File: src/rtl/math_pipelined_sequencer.sv
// Control stage for math_pipelined: accepts one add/sub request, loads the
// B operand with a single ce pulse, lets the chunked carry chain ripple for
// CHUNK_COUNT cycles, waits for the flag trees, then presents the result.
module math_pipelined_sequencer #(
  parameter int WIDTH     = 4,
  parameter int LATENCY   = 4,
  parameter int FLAG_WAIT = LATENCY + 1
) (
  input  logic             clk,
  input  logic             rst_n,
  input  logic             in_valid,
  output logic             in_ready,
  input  logic             in_op,
  input  logic [WIDTH-1:0] in_a,
  input  logic [WIDTH-1:0] in_b,
  input  logic [WIDTH-1:0] in_c,
  output logic             alu_ce,
  output logic [WIDTH-1:0] alu_i1,
  output logic [WIDTH-1:0] alu_i2,
  output logic [WIDTH-1:0] alu_i3,
  input  logic [WIDTH-1:0] alu_sum,
  input  logic [WIDTH-1:0] alu_sub,
  input  logic             alu_and,
  input  logic             alu_or,
  input  logic             alu_xor,
  input  logic             alu_eq,
  output logic             out_valid,
  input  logic             out_ready,
  output logic [WIDTH-1:0] out_result,
  output logic             out_and,
  output logic             out_or,
  output logic             out_xor,
  output logic             out_eq
);

  localparam int ALU_W       = (WIDTH + LATENCY - 1) / LATENCY;
  localparam int CHUNK_COUNT = (WIDTH + ALU_W - 1) / ALU_W;
  localparam int CNT_MAX     = (CHUNK_COUNT > FLAG_WAIT) ? CHUNK_COUNT : FLAG_WAIT;
  localparam int CNT_W       = (CNT_MAX > 1) ? $clog2(CNT_MAX) : 1;

  typedef enum logic [2:0] {
    IDLE,
    LOAD,
    PROP,
    SETTLE,
    DONE
  } state_t;

  state_t           state;
  state_t           state_next;
  logic [WIDTH-1:0] acc;
  logic [WIDTH-1:0] b_reg;
  logic [WIDTH-1:0] c_reg;
  logic             op_reg;
  logic [CNT_W-1:0] cnt;

  // Accumulator feeds back into I1; compare operand held on I3.
  assign alu_i1 = acc;
  assign alu_i3 = c_reg;

  // State register.
  always_ff @(posedge clk or negedge rst_n) begin
    if (!rst_n) begin
      state <= IDLE;
    end else begin
      state <= state_next;
    end
  end

  // Next-state and state-decoded handshake/ALU controls.
  always_comb begin
    state_next = state;
    in_ready   = 1'b0;
    out_valid  = 1'b0;
    alu_ce     = 1'b0;
    alu_i2     = '0;
    case (state)
      IDLE: begin
        in_ready = 1'b1;
        if (in_valid) state_next = LOAD;
      end
      LOAD: begin
        alu_ce     = 1'b1;
        alu_i2     = b_reg;
        state_next = PROP;
      end
      PROP: begin
        if (cnt == '0) state_next = SETTLE;
      end
      SETTLE: begin
        if (cnt == '0) state_next = DONE;
      end
      DONE: begin
        out_valid = 1'b1;
        if (out_ready) state_next = IDLE;
      end
      default: state_next = IDLE;
    endcase
  end

  // Operand capture, accumulator update, cycle counter and result capture.
  always_ff @(posedge clk or negedge rst_n) begin
    if (!rst_n) begin
      acc        <= '0;
      b_reg      <= '0;
      c_reg      <= '0;
      op_reg     <= 1'b0;
      cnt        <= '0;
      out_result <= '0;
      out_and    <= 1'b0;
      out_or     <= 1'b0;
      out_xor    <= 1'b0;
      out_eq     <= 1'b0;
    end else begin
      case (state)
        IDLE: begin
          if (in_valid) begin
            acc    <= in_a;
            b_reg  <= in_b;
            c_reg  <= in_c;
            op_reg <= in_op;
          end
        end
        LOAD: begin
          cnt <= CNT_W'(CHUNK_COUNT - 1);
        end
        PROP: begin
          // First cycle applies B; later cycles ripple one chunk carry each.
          acc <= op_reg ? alu_sub : alu_sum;
          if (cnt == '0) begin
            cnt <= CNT_W'(FLAG_WAIT - 1);
          end else begin
            cnt <= cnt - CNT_W'(1);
          end
        end
        SETTLE: begin
          if (cnt == '0) begin
            out_result <= acc;
            out_and    <= alu_and;
            out_or     <= alu_or;
            out_xor    <= alu_xor;
            out_eq     <= alu_eq;
          end else begin
            cnt <= cnt - CNT_W'(1);
          end
        end
        default: ;
      endcase
    end
  end

endmodule

File: config.mk
export PLATFORM = sky130hd
export DESIGN_NAME = math_pipelined_sequencer
export DESIGN_NICKNAME = d
export VERILOG_FILES = /design/src/rtl/math_pipelined_sequencer.sv
export SDC_FILE = /design/constraint.sdc
export NUM_CORES = 1
export LEC_CHECK = 0
export CORE_MARGIN = 2
export CORE_UTILIZATION = 35
export CTS_CLUSTER_SIZE = 25
export DETAILED_ROUTE_END_ITERATION = 10
export PLACE_DENSITY = 0.74
export SLEW_MARGIN = 5
export SYNTH_ARGS = -nofsm -noshare
export SYNTH_HDL_FRONTEND = slang
export SYNTH_SLANG_ARGS = --single-unit
File: constraint.sdc
create_clock -name clk -period 1.8 [get_ports clk]
set_input_delay 0.45 -clock clk [delete_from_list [all_inputs] [get_ports clk]]
set_output_delay 0.45 -clock clk [all_outputs]
set_load 0.01 [all_outputs]
Word level (Yosys, flattened, before mapping):

Cells that the tools add are included.
W data, S select, Z words.

* divide/modulo/power cells: 0
* reduce and logical (&&, ||, !) cells: 9
* $mul: 0
* magnitude comparators: 0
* bitwise gates (word level): 0
* add/sub/neg operators: 1
* shift-type cells: 0
* muxes and demuxes: 15
* eq/ne operators: 9

Operators by type and width (number)
* $mux W3: 6
* $pmux W3 S5: 1
* $mux W4: 3
* $ne A2 B2 Y1 const B: 5
* $pmux W3 S3: 1
* $pmux W4 S2: 1
* $reduce_and A2 Y1: 4
* $eq A3 B2 Y1 const B: 2
* $logic_not A3 Y1: 2
* $reduce_and A4 Y1: 1
* $eq A3 B1 Y1 const B: 1
* $eq A3 B3 Y1 const B: 1
* $mux W1: 3
* $reduce_bool A3 Y1: 1
* $sub A3 B1 Y3 const B: 1
* $reduce_bool A2 Y1: 1

* bits in latches: 0
* word-level logic and storage cells: 45
* bits in read-only memories: 0
* output and inout bits: 23
* input port bits: 29
* RAM bits: 0
* memories kept: 0
* register bits: 27

Longest topological paths before layout:

* depth in word-level cells: 3
* gate-level depth with buffers: 5
* mapped depth without buffers: 5

Worst setup path before layout:

Ideal clock, no wire load.

* kind: reg-to-output
* from: reg state[1]
* to: out alu_i2[0]
* data arrival time: 1.273 ns
* cell stages (with the launch flop): 5
* slack: 0.077 ns
* required time: 1.350 ns
* buffers on the path: 1
* cell sequence: dfrtp_1 -> buf_2 -> nor2b_1 -> nor2b_1 -> and2_1

* word-level cells in the longest chain between the ends: 2

RTL lines
* from (decl): line 49 `state_t state;`
* from (signal assigned): line 66 `state <= state_next;`
* $eq A3 B1 Y1: line 77 `case (state)`
* $mux W4: line 77
* to (decl): line 19 `output logic [WIDTH-1:0] alu_i2,`

No other way between the ends.

Worst setup path in the final report:

* from: reg state[1]
* to: out alu_i2[1]

Same word-level chain as after synthesis.

==> results.txt <==
Yosys mapped a number of flops with a built-in enable equal to 0. The hold slack is 0.487 ns. The worst hold path class is input pin to async pin. The number of placed I/O pins is 52.

Across all setup checks in the final design, the least slack found is 0.0242 ns. The fill cell total of the finished layout came out at 290. For this run, the post-layout net count is 197. Max-cap violations in this run came to 0.

The final hold violation count is 0. No sink is reached through more buffers than the 2 on the longest clock path. Global routing consumed, on the met3 layer, 2.32% of the routing resources. The pre-CTS worst setup slack came out at -0.241 ns. The average wire per cell in the routed design is 14.1 um. The number of clock sinks is 27.

The worst pin sits at a relative slew slack of 77.4%. The netlist area before placement is roughly 0.0012 mm2. The top cell type by total area after synthesis is sky130_fd_sc_hd__dfrtp_1.

In the global route stage, met2 resource usage came out at 28.4%. By count the netlist is led by 27 x sky130_fd_sc_hd__dfrtp_1, 17 x sky130_fd_sc_hd__mux2_2, 6 x sky130_fd_sc_hd__nor2_1. The H-tree depth came out at 1. sky130_fd_sc_hd__dfrtp_1 is the most common cell in the netlist. Yosys attributes the largest share of cell area to sky130_fd_sc_hd__dfrtp_1 54%, sky130_fd_sc_hd__mux2_2 15%, sky130_fd_sc_hd__a221o_1 3.2%.

The number of routed nets with antenna violations came out at 0. The number of antenna violations at the first check in global routing is 0. The number of buffers added by the clock tree synthesis step is 3.

The utilization after layout is a little under 60%. Across the routed clock network, the largest skew measured is 0.00300 ns. The number of cells after detailed placement came out at 202. The die covers between 0.004 and 0.005 mm2.

The count of buffers inserted at the top-level ports is slightly above 50. Static timing analysis puts the maximum clock frequency at around 560 MHz. The area share of the largest cell type after synthesis is 54.2%. The via count of the first global-routing pass is approximately 1.0k. The share of synthesized area occupied by flip-flops and latches came out at 54.2%. The share of cells above drive strength 1 came out at between 30% and 40%. The global routing stage identified its most utilized layer as met2. CTS placed an instance of sky130_fd_sc_hd__clkbuf_4 at the clock tree root. Setup violations remaining at the end of the flow were counted as 0. Along the worst path, the maximum fanout reaches 5.

Across the VDD grid, the largest voltage drop is about 0.54 mV. After floorplanning, the core was sized to cover 0.00339 mm2. Among all flip-flop cells after synthesis, the most frequent one is sky130_fd_sc_hd__dfrtp_1. The layout-stage area growth over the synthesis result came out at 56.8%. The total power divided by cell area came out at 1500 mW/mm2. At the later pin of the worst-skew pair, clock insertion delay measures 0.32 ns. The vias after detailed routing came out at 1018. The clock period minus worst slack is 1.78 ns. At the worst endpoint, the required time is 1.35 ns. The initial cell density of the core is between 30% and 40%. The wire length of the first global-routing pass is 4940 um. After technology mapping, the gate count stands at 98.

The half-perimeter wire length after placement came out at 2300 um. In this run the core area contains 21 standard-cell rows. TritonCTS built the clock tree. The sum of negative setup slack is 0 ns.

The wire length reported by the detailed router is 2980 um. The max-slew violation count is 0. After detailed routing, the number of remaining DRC violations is 0. The total nets after synthesis came out at 129.

The transition at the pin with the smallest max-transition slack is 0.339 ns. The post-CTS clock slew at the launch and capture registers of the worst setup and hold paths is about 0.13 ns. The async set-reset flop share out of synthesis is 100%.

The number of distinct library cells after synthesis came out at 28. By startpoint and endpoint, the worst setup path is classified as flop to primary output. In the global route stage, met1 resource usage came out at 18.5%. The die span in y is 63.7 um.

The reg2reg setup slack came out at 0.11 ns. The number of search-and-repair iterations in the first detailed-routing pass is 4. The final antenna diode count is 0. Entering global routing, the biggest net connects 28 pins. STA classifies the critical path endpoint as a primary output. The number of warnings reported in the yosys synthesis log came out at 0. The total grt overflow is 0.

The total track usage is 15.6%. The routability-driven placement congestion ratio came out at between 0.7 and 0.8. The category of the worst setup path launch point is a flop. The post-synthesis register bit count is 27. The die extent in x came out at 63.7 um. Dividing the detail-routed via count by the number of cells gives 4.82. The run finished with clean final reports. The mean instance size in the synthesized netlist is 12.7 um2. Data on the critical path arrives at its endpoint at 1.33 ns. The standby leakage power came out at 0.870 nW.

Setup repair after global routing could not meet its margin everywhere. The DRC violation total after the first TritonRoute iteration is 22. The worst path uses 98.7% of the clock period. Once layout is complete, the cells apart from fillers number between 200 and 250.
## critical path, stage by stage, from the launching register on
cell and delay (ns):
sky130_fd_sc_hd__dfrtp_1 0.43, sky130_fd_sc_hd__nor2b_2 0.14, sky130_fd_sc_hd__nor2b_4 0.19, sky130_fd_sc_hd__and2_1 0.13, sky130_fd_sc_hd__buf_2 0.12
## timing repair
item | 4_1_cts | 5_1_grt
hold buffers | 0 | 0
setup endpoints to repair | 7 | 19
gates resized for setup | 26 | 13
pin swaps | 1 | 2
setup buffers | 1 | 4
## kinds of logic (layout without fill, tap and decap cells)
logic type,Yosys count,after routing,share of synthesized area (%)
buffers and inverters,9,76,2.91
AOI/OAI and AO/OA,16,16,10.3
adders and majority gates,2,2,2.01
DFF,27,27,54.2
and+or+nand+nor,23,23,11.9
muxes,21,21,18.6
## per-stage QoR
stage / cell area (um2) / total power (W)
after floorplan: 1250 / 0.00190
after global placement: 1880 / 0.00256
after detailed placement: 1880 / 0.00262
after CTS: 1910 / 0.00289
after global routing: 1950 / 0.00315
final: 1950 / 0.00293
## power breakdown
group	total [W]	leakage, nW	switching [W]	internal [W]
Sequential	0.00112	0.318	0.000205	0.000912
Clock	0.000252	0.0150	0.000165	0.0000867
Combinational	0.00156	0.537	0.000627	0.000931
## routing by layer
layer	vias up	part of all wire, %
met5	-	0
met4	0	1.3
met3	4	3.1
met2	28	55
met1	497	41
li1	489	-
## placed cells by master, fill, tap and decap left out, drive strengths merged
| master | count |
|---|---|
| o211a | 1 |
| o22a | 1 |
| dfrtp | 27 |
| ha | 2 |
| o2bb2ai | 2 |
| mux2 | 17 |
| or3b | 1 |
| nor2 | 6 |
| a221oi | 1 |
| a211oi | 1 |
| clkbuf | 6 |
| a221o | 4 |
| o21ai | 1 |
| or2 | 1 |
| a21oi | 1 |
| and2 | 5 |
| clkdlybuf4s50 | 44 |
| nor4 | 1 |
| nor4b | 1 |
| inv | 5 |
| a31oi | 3 |
| nand2b | 1 |
| nand2 | 2 |
| nor3 | 1 |
| nor2b | 4 |
| a21o | 1 |
| buf | 21 |
| mux2i | 4 |
## path summary, 6_finish.rpt
check,startpoint,endpoint,depth (start not counted)
min in group clk,cnt[1],cnt[1],1
worst max register to register,state[2],alu_i1[1],4
worst min-delay path,rst_n,alu_i3[2],2
worst max-delay path,state[1],alu_i2[1],4
worst min register to register,cnt[1],cnt[1],1
max in group asynchronous,rst_n,state[2],2
## cell type report
cell class,count,area [um2],share of cell area [%]
clock buffer,4,26.3,1.34
inverter,5,18.8,0.960
multi-input combinational,62,566,28.9
sequential,27,677,34.6
tap,46,57.6,2.94
timing repair buffer,67,609,31.2
No activity file was read; power rests on OpenSTA's default activity.
